**src/rtl/decoder_pkg.sv**
```systemverilog
// Shared types for the scan decoder.
//   mode_t  : operating mode as seen on the 2-bit mode input
//   state_t : controller FSM state
package decoder_pkg;

    typedef enum logic [1:0] {
        MODE_OFF    = 2'b00,
        MODE_DIRECT = 2'b01,
        MODE_SCAN   = 2'b10,
        MODE_SWEEP  = 2'b11
    } mode_t;

    typedef enum logic [2:0] {
        ST_OFF    = 3'd0,
        ST_DIRECT = 3'd1,
        ST_SCAN   = 3'd2,
        ST_SWEEP  = 3'd3,
        ST_DONE   = 3'd4
    } state_t;

endpackage

```
**src/rtl/dwell_timer.sv**
```systemverilog
// Dwell down-counter for the scan decoder.
//   i_clk      : clock, rising edge
//   i_rst      : synchronous active-high reset, clears the count
//   i_load     : load i_load_val (takes priority over counting)
//   i_en       : count down by one (holds at zero)
//   i_load_val : reload value, already clamped to >= 1 by the caller
//   o_expire   : current cycle is the last one of the dwell
module dwell_timer #(
    parameter int DWELL_W = 8
) (
    input  logic               i_clk,
    input  logic               i_rst,
    input  logic               i_load,
    input  logic               i_en,
    input  logic [DWELL_W-1:0] i_load_val,
    output logic               o_expire
);

    logic [DWELL_W-1:0] r_count;

    always_ff @(posedge i_clk) begin
        if (i_rst) begin
            r_count <= '0;
        end else if (i_load) begin
            r_count <= i_load_val;
        end else if (i_en && (r_count != '0)) begin
            r_count <= r_count - DWELL_W'(1);
        end
    end

    // A count of zero only exists straight after reset; treat it as expired
    // so a stray run state can never stall.
    assign o_expire = (r_count <= DWELL_W'(1));

endmodule

```
**src/rtl/scan_decoder.sv**
```systemverilog
// Registered N-to-2**N decoder with direct, continuous-scan and single-sweep
// modes. Each scanned output is held for max(dwell,1) enabled cycles.
//   clk   : clock, rising edge
//   rst   : synchronous active-high reset
//   en    : global enable; low blanks f and freezes idx / dwell counter
//   mode  : 00 off, 01 direct, 10 scan, 11 sweep
//   sel   : direct-mode select
//   dwell : cycles per index in scan/sweep (0 behaves as 1)
//   f     : one-hot or all-zero decode
//   idx   : binary index of the active output
//   valid : f is one-hot
//   done  : one-cycle pulse when a sweep completes
//
// state     | meaning
// ----------+-----------------------------------------------
// ST_OFF    | outputs blank, idx held
// ST_DIRECT | f follows sel with one cycle latency
// ST_SCAN   | idx walks 0..N-1 and wraps, dwell per index
// ST_SWEEP  | idx walks 0..N-1 once
// ST_DONE   | sweep finished; waits for mode to leave 11
module scan_decoder
    import decoder_pkg::*;
#(
    parameter int SEL_W   = 4,
    parameter int DWELL_W = 8
) (
    input  logic                 clk,
    input  logic                 rst,
    input  logic                 en,
    input  logic [1:0]           mode,
    input  logic [SEL_W-1:0]     sel,
    input  logic [DWELL_W-1:0]   dwell,
    output logic [2**SEL_W-1:0]  f,
    output logic [SEL_W-1:0]     idx,
    output logic                 valid,
    output logic                 done
);

    localparam int               N        = 2**SEL_W;
    localparam logic [SEL_W-1:0] IDX_LAST = SEL_W'(N - 1);

    state_t             r_state;
    logic [N-1:0]       r_f;
    logic [SEL_W-1:0]   r_idx;
    logic               r_valid;
    logic               r_done;

    mode_t              w_mode;
    state_t             w_state_nxt;
    logic               w_expire;
    logic               w_run;
    logic               w_entry;
    logic               w_stay;
    logic               w_step;
    logic               w_load;
    logic               w_tick;
    logic               w_show;
    logic [SEL_W-1:0]   w_idx_nxt;
    logic [N-1:0]       w_f_nxt;
    logic               w_done_nxt;
    logic [DWELL_W-1:0] w_dwell_eff;

    assign w_mode      = mode_t'(mode);
    assign w_dwell_eff = (dwell == '0) ? DWELL_W'(1) : dwell;

    dwell_timer #(
        .DWELL_W (DWELL_W)
    ) u_dwell_timer (
        .i_clk      (clk),
        .i_rst      (rst),
        .i_load     (w_load),
        .i_en       (w_tick),
        .i_load_val (w_dwell_eff),
        .o_expire   (w_expire)
    );

    // Next state. Mode 11 only starts a sweep from outside SWEEP/DONE, so a
    // finished sweep needs mode to leave 11 before it can rerun.
    always_comb begin
        w_state_nxt = r_state;
        case (w_mode)
            MODE_OFF:    w_state_nxt = ST_OFF;
            MODE_DIRECT: w_state_nxt = ST_DIRECT;
            MODE_SCAN:   w_state_nxt = ST_SCAN;
            MODE_SWEEP: begin
                case (r_state)
                    ST_SWEEP: begin
                        if (en && w_expire && (r_idx == IDX_LAST))
                            w_state_nxt = ST_DONE;
                        else
                            w_state_nxt = ST_SWEEP;
                    end
                    ST_DONE: w_state_nxt = ST_DONE;
                    default: w_state_nxt = ST_SWEEP;
                endcase
            end
            default:     w_state_nxt = ST_OFF;
        endcase
    end

    // Next outputs and timer control, all keyed on the next state so a mode
    // change always wins over a coincident dwell expiry.
    always_comb begin
        w_run      = (w_state_nxt == ST_SCAN) || (w_state_nxt == ST_SWEEP);
        w_entry    = w_run && (w_state_nxt != r_state);
        w_stay     = w_run && (w_state_nxt == r_state);
        w_step     = w_stay && en && w_expire;
        w_load     = w_entry || w_step;
        w_tick     = w_stay && en && !w_expire;
        w_show     = en && (w_run || (w_state_nxt == ST_DIRECT));
        w_done_nxt = (r_state == ST_SWEEP) && (w_state_nxt == ST_DONE);

        w_idx_nxt = r_idx;
        if (w_entry)
            w_idx_nxt = '0;
        else if (w_step)
            w_idx_nxt = r_idx + SEL_W'(1);  // natural wrap in SCAN
        else if ((w_state_nxt == ST_DIRECT) && en)
            w_idx_nxt = sel;

        w_f_nxt = '0;
        if (w_show)
            w_f_nxt = N'(1) << w_idx_nxt;
    end

    always_ff @(posedge clk) begin
        if (rst) begin
            r_state <= ST_OFF;
            r_f     <= '0;
            r_idx   <= '0;
            r_valid <= 1'b0;
            r_done  <= 1'b0;
        end else begin
            r_state <= w_state_nxt;
            r_f     <= w_f_nxt;
            r_idx   <= w_idx_nxt;
            r_valid <= w_show;
            r_done  <= w_done_nxt;
        end
    end

    assign f     = r_f;
    assign idx   = r_idx;
    assign valid = r_valid;
    assign done  = r_done;

endmodule

```
**config.mk**
```make
export PLATFORM = sky130hd
export DESIGN_NAME = scan_decoder
export DESIGN_NICKNAME = d
export VERILOG_FILES = /design/src/rtl/decoder_pkg.sv /design/src/rtl/dwell_timer.sv /design/src/rtl/scan_decoder.sv
export SDC_FILE = /design/constraint.sdc
export NUM_CORES = 1
export LEC_CHECK = 0
export CAP_MARGIN = 20
export CORE_AREA = 2 2 68 70
export CTS_BUF_LIST = sky130_fd_sc_hd__clkbuf_4
export DETAILED_ROUTE_END_ITERATION = 12
export DIE_AREA = 0 0 70 72
export PLACE_DENSITY = 0.67
export SYNTH_ARGS = -nofsm -noshare
export SYNTH_HDL_FRONTEND = slang
export SYNTH_SLANG_ARGS = --single-unit
export TNS_END_PERCENT = 5
```
**constraint.sdc**
```tcl
create_clock -name clk -period 4.6 [get_ports clk]
set_input_delay 0.92 -clock clk [delete_from_list [all_inputs] [get_ports clk]]
set_output_delay 0.92 -clock clk [all_outputs]
set_load 0.01 [all_outputs]
```
==> flow_summary.toml, run 1 <==
[status]
status = "completed"

[clock_tree]
cts_buffers = 5
clock_latency_ns = 0.34
cts_sinks = 33
clk_pin_slew_worst_paths_ns = 0.11
cts_hold_buf = 0
clockBufferDepth = 2
post_cts_buffers = 0
root_buffer = "clkbuf_4"
cts_tree = "yes"
cts_resized = 0
htreeDepth = 2

[global_routing]
antenna_found_initial = 0
globalRouteOverflowTotal = 0
track_usage = 0.165
grt_pass1_wl_mm = 6.58
grt_pass1_vias = 1386
grt_max_degree = 17

[yosys]
synth.most_common_cell = "dfxtp_1"
synth_area_sq_mm = 0.00176
synth_cell_type_count = 49
synth-edff-count = 0
yosysWarningCount = 0
syn_nets = 209
syn_area_per_cell_sq_um = 9.33
synth.area.top_cells = "dfxtp_1, nor4_1, o21ai_0"
yosysTopAreaCell = "dfxtp_1"
synth_top_cell_area_share = 0.375
ys_seq_area_frac = 0.375
yosys-top-cells-count = "dfxtp_1, nor4_1, nor2_1"
synth_ff_type = "dfxtp_1"
ys_ff_latch = 33
synthArstFlopShare = 0
synthCells = 189

[sta]
fmax_ghz = 0.290
slew_violations = 0
clock_skew_ns = 0.00946
fin_crit_ns = 3.45
relSlewSlack = 0.443
rsz0062_at_grt = "no"
setup_viol = 0
hold_violations = 0
post-route-period-util = 0.751
tightestPinTransition_ns = 0.827
setup-tns-final_ns = 0

[drt]
dr.pass1.iters = 4
wl_per_cell_um = 14.3
vias_per_cell = 5.60
wl_mm = 3.94
antenna_left = 0
drcViolationCount = 0
num_vias = 1539
drt_first_iter_violations = 73

[floorplanning]
die_w_um = 70
rows = 24
die-area_sq_mm = 0.00504
die_height_um = 72
io_pins = 39
initial_core_util = 0.413
core_area_sq_mm = 0.00426

[worst_setup_path]
cp.required_ns = 4.83
end_kind = "flop"
critPathArrivalTime_ns = 3.68
crit_fanout = 9
r2r_setup_slack_ns = 1.89
criticalPathCategory = "input port to flop"
cp-start-kind = "input port"

[pwr]
p_sw_mw = 0.166
internal_power_mw = 0.459
p_seq_frac = 0.485
p_sw_frac = 0.266
p_leak_nw = 0.734
p_comb_frac = 0.169
powerDensity_mw_per_mm2 = 284
p_total_mw = 0.625
irDropWorstVdd_mv = 0.130
clockPowerShare = 0.346

[placed_design]
port_buffers = 38
place_area_sq_mm = 0.00212
routabilityCongestion = 0.784
hpwlAfterDp_mm = 2.89

[min_path]
hp-class = "flop to flop"

[cells_and_area]
area_growth_pct = 24.6
drive_above_1_share = 0.117
final_nets = 242
num_antenna_cells = 0
finalInstanceArea_sq_mm = 0.00220
fillCellCount = 429

[job]
cap_violations = 0
==> cells in the final DEF, fill, tap and decap left out, drive strengths merged, types with 4 or more instances in the layout <==
cell,synthesis,routed
nor2,13,13
a21oi,9,9
nand2,10,10
clkbuf,5,6
nor3,9,9
clkdlybuf4s50,0,38
nor4,18,18
or3,4,4
o21ai,12,12
mux2i,4,4
nand3,4,4
dfxtp,33,33
inv,6,6
==> routing by layer <==
layer	global-route usage	share of wire	vias to the layer above
met5	0	0	-
li1	-	-	783
met3	0.0458	0.043	7
met1	0.232	0.49	720
met2	0.239	0.45	29
met4	0.0662	0.016	0
==> sequential cells by signal, indices dropped and copies added (netlist names) <==
name                   count
valid                      1
u_dwell_timer.r_count      8
f                         16
idx                        4
done                       1
r_state                    3
==> metrics by stage <==
| step | hold WS [ns] | std cells | setup slack [ns] | util |
|---|---|---|---|---|
| floorplan | 0.461 | 189 | 1.60 | - |
| global placement | 0.476 | 267 | 0.821 | 0.496 |
| detailed placement | 0.481 | 267 | 0.850 | 0.496 |
| CTS | 0.497 | 275 | 1.18 | 0.515 |
| global route | 0.543 | 275 | 1.01 | 0.515 |
| finish | 0.496 | 275 | 1.15 | 0.515 |
==> layout make-up <==
cell class / count / area [sq um] / share of cell area
Clock buffer: 6 / 45.0 / 0.0205
Timing Repair Buffer: 38 / 380 / 0.173
Multi-Input combinational cell: 138 / 988 / 0.450
Clock inverter: 2 / 33.8 / 0.0154
Tap cell: 52 / 65.1 / 0.0296
Inverter: 6 / 22.5 / 0.0103
Sequential cell: 33 / 661 / 0.301
==> cell families (layout without fill, tap and decap cells) <==
logic type	count (synthesis)	in the layout	synth area share
muxes	7	7	0.0419
DFF	33	33	0.375
buffers and inverters	18	52	0.0646
AOI/OAI and AO/OA	50	50	0.225
xor gates and xnor gates	5	5	0.0248
adders and majority gates	3	3	0.0213
and+or+nand+nor	73	73	0.248
==> final timing paths <==
| kind | from | depth (start not counted) | endpoint |
|---|---|---|---|
| worst max-delay path | mode[0] | 7 | f[14] |
| worst max register to register | u_dwell_timer.r_count[2] | 6 | f[14] |
| worst min-delay path | u_dwell_timer.r_count[4] | 2 | u_dwell_timer.r_count[4] |
| worst min register to register | u_dwell_timer.r_count[4] | 2 | u_dwell_timer.r_count[4] |
==> worst max-delay path, cell delays in order <==
cell             delay [ns]
clkdlybuf4s50_1        0.66
or2b_2                 0.35
o32a_1                 0.21
a2111oi_4              0.50
mux2_2                 0.41
o22a_1                 0.31
nor4_1                 0.34
==> power groups by stage <==
stage	Combinational [mW]	Clock, mW	Sequential, mW
2_1_floorplan	0.0762	0	0.308
3_3_place_gp	0.104	0	0.310
3_5_place_dp	0.105	0	0.309
4_1_cts	0.105	0.222	0.303
5_1_grt	0.116	0.234	0.305
6_report	0.106	0.216	0.303
Power figures use the tool's default switching activity.
==> run 2: changes to the inputs <==
Settings changed: PLACE_DENSITY 0.67 to 0.7.
Clock period 4.6 ns to 3.1 ns, I/O delays scaled along.
==> flow_summary.toml, run 2 (synthesis gave the netlist of run 1 again) <==
[clock_tree]
clk_pin_slew_worst_paths_ns = 0.11
cts_resized = 0
cts_hold_buf = 0
htreeDepth = 2
cts_buffers = 5
clockBufferDepth = 2
cts_sinks = 33
cts_tree = "yes"
clock_latency_ns = 0.34
post_cts_buffers = 0
root_buffer = "clkbuf_4"

[drt]
wl_per_cell_um = 14.2
vias_per_cell = 5.46
wl_mm = 4.19
num_vias = 1616
drcViolationCount = 0
dr.pass1.iters = 4
drt_first_iter_violations = 63
antenna_left = 0

[worst_setup_path]
reg2reg_to = "f[2]"
crit_fanout = 8
criticalPathCategory = "input port to flop"
crit_start = "mode[1]"
cp.required_ns = 3.34
cp-start-kind = "input port"
end_kind = "flop"
r2r_setup_slack_ns = 0.53
critPathArrivalTime_ns = 3.13
r2r.worst_path.cells = 8
rr_startpoint = "u_dwell_timer.r_count[0]"

[job]
cap_violations = 0

[min_path]
holdPathEnd = "u_dwell_timer.r_count[4]"
hold_start = "u_dwell_timer.r_count[4]"
hp-class = "flop to flop"
min_path_cells = 2

[sta]
tightestPinTransition_ns = 0.495
fin_crit_ns = 2.88
setup-tns-final_ns = 0
clock_skew_ns = 0.0154
setup_viol = 0
fin_hold_ws_ns = 0.495
slew_violations = 0
hold_violations = 0
fmax_ghz = 0.347
relSlewSlack = 0.668
rsz0062_at_grt = "no"
post-route-period-util = 0.930

[cells_and_area]
drive_above_1_share = 0.193
final_nets = 263
final_cell_mix = "clkdlybuf4s50_1, dfxtp_1, buf_4, nor4_1, nor2_1"
num_antenna_cells = 0
largest_reg_flops = 16
area_growth_pct = 33.5
final_common_cell = "clkdlybuf4s50_1"

[floorplanning]
die-area_sq_mm = 0.00504
core_area_sq_mm = 0.00426
io_pins = 39
die_height_um = 72
initial_core_util = 0.413
die_w_um = 70
rows = 24

[global_routing]
globalRouteOverflowTotal = 0
track_usage = 0.177
antenna_found_initial = 0
grt_pass1_wl_mm = 7.04
grt_pass1_vias = 1547
grt_max_degree = 16

[pwr]
irDropWorstVdd_mv = 0.209
p_leak_nw = 0.833
powerDensity_mw_per_mm2 = 403

[placed_design]
routabilityCongestion = 0.872
port_buffers = 38
hpwlAfterDp_mm = 3.16

[status]
status = "completed"
run 2: final cells by class:
type	count	area, sq um
Fill cell	405	1910
Multi-Input combinational cell	138	988
Sequential cell	33	661
Timing Repair Buffer	59	538
Tap cell	52	65.1
Clock buffer	6	45.0
Clock inverter	2	33.8
Inverter	6	22.5
run 2: how the worst max path moves through the flow:
stage,end,depth (start not counted)
2_1_floorplan,f[2],8
3_3_place_gp,f[14],7
3_5_place_dp,f[10],8
4_1_cts,f[2],8
5_1_grt,f[10],8
6_report,f[2],8
run 2: power by group:
group / switching (mW) / leakage [nW] / internal [mW]
Combinational: 0.0929 / 0.522 / 0.0845
Clock: 0.144 / 0.0433 / 0.177
Sequential: 0.0137 / 0.268 / 0.436
run 2: through the flow:
stage | util | setup WS, ns | power [mW] | cells | cell area, sq um
6_report | 0.552 | 0.216 | 0.948 | 296 | 2350
3_5_place_dp | 0.533 | -0.129 | 0.636 | 288 | 2270
3_3_place_gp | 0.533 | -0.100 | 0.635 | 288 | 2270
4_1_cts | 0.552 | 0.217 | 0.957 | 296 | 2350
2_1_floorplan | - | 0.400 | 0.570 | 189 | 1760
5_1_grt | 0.552 | 0.0651 | 0.993 | 296 | 2350
run 2: routing by layer:
| layer | vias to the layer above | share of wire | global-route usage |
|---|---|---|---|
| met5 | - | 0 | 0 |
| met4 | 0 | 0.019 | 0.0791 |
| met3 | 7 | 0.030 | 0.0444 |
| met2 | 26 | 0.48 | 0.283 |
| met1 | 757 | 0.47 | 0.228 |
| li1 | 826 | - | - |
run 2: critical path, cell delays in order:
cell and delay, ns:
clkdlybuf4s50_1 0.49, or2b_2 0.33, o32a_1 0.21, a2111oi_4 0.43, buf_4 0.20, nor3_2 0.05
or3_1 0.52, nor4_1 0.28
